--- config.mk ---
export PLATFORM = sky130hd
export DESIGN_NAME = riscv_ex_pipe_slice
export DESIGN_NICKNAME = d
export VERILOG_FILES = /design/src/rtl/riscv_ex_pipe_slice.sv
export SDC_FILE = /design/constraint.sdc
export NUM_CORES = 1
export LEC_CHECK = 0
export ABC_AREA = 0
export CAP_MARGIN = 0
export CORE_AREA = 5 5 238 240
export DETAILED_ROUTE_END_ITERATION = 10
export DIE_AREA = 0 0 243 245
export PLACE_DENSITY_LB_ADDON = 0.2
export SYNTH_ARGS = -nofsm -noshare
export SYNTH_HDL_FRONTEND = slang
export SYNTH_SLANG_ARGS = --single-unit
--- constraint.sdc ---
create_clock -name clk -period 11.79 [get_ports clk]
set_input_delay 2.358 -clock clk [delete_from_list [all_inputs] [get_ports clk]]
set_output_delay 2.358 -clock clk [all_outputs]
set_load 0.02 [all_outputs]
--- src/rtl/riscv_ex_pipe_slice.sv ---
// Elastic EX-to-EX pipeline slice: DEPTH payload slots with valid/ready
// backpressure, bubble collapsing, synchronous flush, an occupancy count
// and NUM_FWD combinational forwarding lookups into the in-flight results.
module riscv_ex_pipe_slice #(
    parameter int XLEN    = 64,
    parameter int DEPTH   = 2,
    parameter int NUM_FWD = 2
) (
    input  logic                         clk,
    input  logic                         rst,
    input  logic                         flush,
    input  logic                         in_valid,
    output logic                         in_ready,
    input  logic [XLEN-1:0]              in_pc,
    input  logic [31:0]                  in_inst,
    input  logic [XLEN-1:0]              in_result,
    input  logic [XLEN-1:0]              in_rs2_data,
    input  logic [4:0]                   in_rd_addr,
    input  logic [2:0]                   in_funct3,
    input  logic                         in_wb_en,
    output logic                         out_valid,
    input  logic                         out_ready,
    output logic [XLEN-1:0]              out_pc,
    output logic [31:0]                  out_inst,
    output logic [XLEN-1:0]              out_result,
    output logic [XLEN-1:0]              out_rs2_data,
    output logic [4:0]                   out_rd_addr,
    output logic [2:0]                   out_funct3,
    output logic                         out_wb_en,
    output logic [$clog2(DEPTH+1)-1:0]   occupancy,
    input  logic [NUM_FWD*5-1:0]         fwd_rs_addr,
    output logic [NUM_FWD-1:0]           fwd_hit,
    output logic [NUM_FWD*XLEN-1:0]      fwd_data
);

    localparam int OCC_W = $clog2(DEPTH + 1);

    typedef struct packed {
        logic [XLEN-1:0] pc;
        logic [31:0]     inst;
        logic [XLEN-1:0] result;
        logic [XLEN-1:0] rs2_data;
        logic [4:0]      rd_addr;
        logic [2:0]      funct3;
        logic            wb_en;
    } payload_t;

    payload_t         slot_q   [DEPTH];
    payload_t         up_pl    [DEPTH];
    logic [DEPTH-1:0] valid_q;
    logic [DEPTH-1:0] up_valid;
    logic [DEPTH-1:0] advance;
    logic             accept;
    logic             emit;

    // Each slot sees its upstream neighbour (slot 0 sees the input port).
    // A slot advances when any slot between it and the exit is empty or the
    // exit is draining; written flat so there is no combinational chain.
    for (genvar i = 0; i < DEPTH; i++) begin : g_slot
        if (i == 0) begin : g_head
            assign up_valid[i] = in_valid;
            assign up_pl[i]    = '{pc: in_pc, inst: in_inst, result: in_result,
                                   rs2_data: in_rs2_data, rd_addr: in_rd_addr,
                                   funct3: in_funct3, wb_en: in_wb_en};
        end else begin : g_body
            assign up_valid[i] = valid_q[i-1];
            assign up_pl[i]    = slot_q[i-1];
        end
        if (i == DEPTH - 1) begin : g_exit
            assign advance[i] = out_ready | ~valid_q[i];
        end else begin : g_inner
            assign advance[i] = out_ready | ~(&valid_q[DEPTH-1:i+1]);
        end
    end

    assign in_ready     = advance[0];
    assign out_valid    = valid_q[DEPTH-1] & ~flush;
    assign accept       = in_valid & in_ready;
    assign emit         = out_valid & out_ready;

    assign out_pc       = slot_q[DEPTH-1].pc;
    assign out_inst     = slot_q[DEPTH-1].inst;
    assign out_result   = slot_q[DEPTH-1].result;
    assign out_rs2_data = slot_q[DEPTH-1].rs2_data;
    assign out_rd_addr  = slot_q[DEPTH-1].rd_addr;
    assign out_funct3   = slot_q[DEPTH-1].funct3;
    assign out_wb_en    = slot_q[DEPTH-1].wb_en;

    // Valid bits and occupancy: reset and flush both empty the slice;
    // otherwise advancing slots take their upstream valid bit.
    always_ff @(posedge clk) begin
        if (rst) begin
            valid_q   <= '0;
            occupancy <= '0;
        end else if (flush) begin
            valid_q   <= '0;
            occupancy <= '0;
        end else begin
            for (int i = 0; i < DEPTH; i++) begin
                if (advance[i]) begin
                    valid_q[i] <= up_valid[i];
                end
            end
            if (accept && !emit) begin
                occupancy <= occupancy + OCC_W'(1);
            end else if (emit && !accept) begin
                occupancy <= occupancy - OCC_W'(1);
            end
        end
    end

    // Payload registers are never reset; a slot loads only when it captures
    // a valid upstream entry, so stalled payloads stay stable.
    always_ff @(posedge clk) begin
        for (int i = 0; i < DEPTH; i++) begin
            if (advance[i] && up_valid[i]) begin
                slot_q[i] <= up_pl[i];
            end
        end
    end

    // Forwarding lookup: scan oldest to youngest so the youngest match wins;
    // x0 never hits and flush deliberately does not mask the lookup.
    always_comb begin
        fwd_hit  = '0;
        fwd_data = '0;
        for (int k = 0; k < NUM_FWD; k++) begin
            for (int i = DEPTH - 1; i >= 0; i--) begin
                if (valid_q[i] && slot_q[i].wb_en &&
                    (fwd_rs_addr[5*k +: 5] != 5'd0) &&
                    (slot_q[i].rd_addr == fwd_rs_addr[5*k +: 5])) begin
                    fwd_hit[k]              = 1'b1;
                    fwd_data[XLEN*k +: XLEN] = slot_q[i].result;
                end
            end
        end
    end

endmodule

==> flow_metrics.tcl <==
set metrics [dict create \
    ctsHtreeMaxLevel 2 \
    rsz0062_at_grt "false" \
    nFillCells 4699 \
    layout_common_cells "614 x clkdlybuf4s50_1, 466 x edfxtp_1, 69 x nand2_1" \
    pwr-share-comb_pct 6.7 \
    endpoint_kind "output pin" \
    postSynthAreaPerCell_um2 15.9 \
    yosysTopAreaCellShare_pct 73.4 \
    cts_root_buf "clkbuf_16" \
    firstDrtPassIters 5 \
    period_share_pct 68.7 \
    fin_total_pwr_mw 3.67 \
    core_area_um2 54400 \
    cts_resized 0 \
    initial_utilization_pct 35.0 \
    grt_antenna_before_repair 6 \
    wirelength_um 54300 \
    grt_usage_pct 17.3 \
    drcViolationCount 0 \
    synth_top_cells_by_area "edfxtp_1 73%, buf_4 9.3%, mux2_2 3.8%" \
    path_class "input pin to output pin" \
    cts_tree "yes" \
    drive_gt1_share_pct 9.15 \
    worst-slew-pin-transition_ps 1270 \
    hold_viol_final 0 \
    worstSkewPairLatency_ps 580 \
    r2r_cells 4 \
    port_buffers 614 \
    p_seq_share_pct 53.3 \
    arrival_ps 5740 \
    post_cts_buffers 0 \
    r2r-start "valid_q[1]" \
    grt_pass1_vias 11161 \
    max_slew_margin_pct 15.2 \
    die_area_um2 59500 \
    gp_congestion 0.890 \
    fin_crit_ps 8100 \
    maxSlewViolCount 0 \
    overflow 0 \
    first_iter_violations 659 \
    cp_max_fo 49 \
    std_cell_rows 86 \
    swShare_pct 21.7 \
    multi_input_area_um2 2750 \
    reg2reg_setup_slack_ps 8650 \
    numCtsBuffers 50 \
    pre_cts_slack_ps 3690 \
    outcome "complete, no violations" \
    dp_hpwl_um 38600 \
    wl_per_cell_um 23.2 \
    ios 615 \
    vias_per_cell 4.67 \
    worstPathRequired_ps 9430 \
    ant_nets 0 \
    crit_path_start "fwd_rs_addr[6]" \
    finalSetupTns_ps 0 \
    fp.dieW_um 243 \
    ff_latch_area_um2 14100 \
    r2r-end "slot_q[0][224]" \
    p_leak_nw 9.13 \
    setup_violations 0 \
    maxCapViolations 0 \
    p_int_mw 2.87 \
    vias 10902 \
    fin_util_pct 47.3 \
    grt_pass1_wl_um 76900 \
    grt_max_degree 167 \
    cp-endpoint "fwd_data[84]" \
    syn_area_um2 19100 \
    path_clk_slew_ps 60 \
    synth_cell_type_count 29 \
    yosys_warnings 0 \
    syn-num-nets 1449 \
    final_common_cell "clkdlybuf4s50_1" \
    ir_worst_vdd_mv 0.151 \
    power_frac_clock_pct 40.0 \
    hp-class "flop to flop" \
    cts.sinks 470 \
    p_sw_mw 0.796 \
    clock_skew_ps 14.6 \
    nets 1837 \
    cts_hold_buffers 0 \
    p_per_area_nw_per_um2 142 \
    ys_seq_area_share_pct 73.8 \
    max_freq_mhz 123 \
    yosysTopAreaCell "edfxtp_1" \
    worst_setup_path_start_kind "input pin" \
    area_delta_synth_final_pct 35.0 \
    clk_path_buf_depth 3 \
    die_h_um 245 \
    ys_ff_latch 470 \
    syn_inst 1200 \
    worst_slack_ps 3690 \
]
power by group through the flow:
stage	combinational, mW	sequential (mW)	clock, mW
3_3_place_gp	0.248	1.99	0
2_1_floorplan	0.115	1.99	0
5_1_grt	0.260	1.96	1.59
4_1_cts	0.250	1.96	1.51
3_5_place_dp	0.249	1.99	0
6_report	0.246	1.96	1.47
synthesized netlist by cell type (all sizes together):
library cell	instances
edfxtp	466
o211ai	1
a221o	1
nor3	69
nor2	3
dfxtp	4
nand3	2
xnor2	15
nand4	65
nand2	69
a211oi	1
or4	3
mux2i	65
o211a	1
ha	1
inv	67
nand2b	1
mux2	64
or2	1
nor4	1
nor2b	1
and2	3
clkbuf	33
o221ai	1
buf	256
xor2	6
cells by family after synthesis:
group           after synthesis  synth area share, %
flops                       470                 73.8
xor+xnor                     21                0.965
fa+ha+maj                     1               0.0656
compound gates                5                0.230
simple gates                218                 5.76
mux                         129                 7.19
buf+inv                     356                 12.0
critical path, stage by stage:
cell             delay [ps]
clkdlybuf4s50_1         480
or4_1                   600
nor2_1                  120
or4_4                   350
buf_4                   720
mux2i_1                 300
clkdlybuf4s50_1         640
layer usage:
metal / track usage (%) / wire, um / vias up
met4: 5.12 / 1490 / 8
li1: - / - / 4919
met2: 28.8 / 26400 / 515
met3: 7.92 / 6100 / 91
met5: 0 / 59 / -
met1: 20.1 / 20200 / 5369
state kept, by name, indices dropped and copies added (netlist names):
signal	count
valid_q	2
occupancy	2
slot_q	466
final cells by class:
| type | count | area share (%) |
|---|---|---|
| sequential | 470 | 54.7 |
| timing repair buffer | 625 | 24.3 |
| multi-input combinational | 374 | 10.7 |
| clock buffer | 61 | 5.02 |
| tap | 704 | 3.42 |
| inverter | 67 | 0.977 |
| clock inverter | 32 | 0.885 |
| antenna | 2 | 0.0194 |
stage by stage:
stage / hold WS, ps / std cells / area, um2
finish: 413 / 2335 / 25700
global route: 421 / 2334 / 25700
CTS: 415 / 2333 / 25700
detailed placement: 405 / 2240 / 24200
global placement: 400 / 2240 / 24200
floorplan: 400 / 1200 / 19100
worst min path at each step:
stage	to	slack, ps	from	depth (start not counted)
finish	slot_q[0][440]	410	slot_q[0][207]	0
global route	slot_q[0][271]	420	slot_q[0][38]	0
CTS	slot_q[0][440]	410	slot_q[0][207]	0
detailed placement	slot_q[0][235]	400	slot_q[0][2]	0
global placement	slot_q[0][370]	400	slot_q[0][137]	0
floorplan	slot_q[0][234]	400	slot_q[0][1]	0
Note: power is estimated with default switching activity, not from simulation.
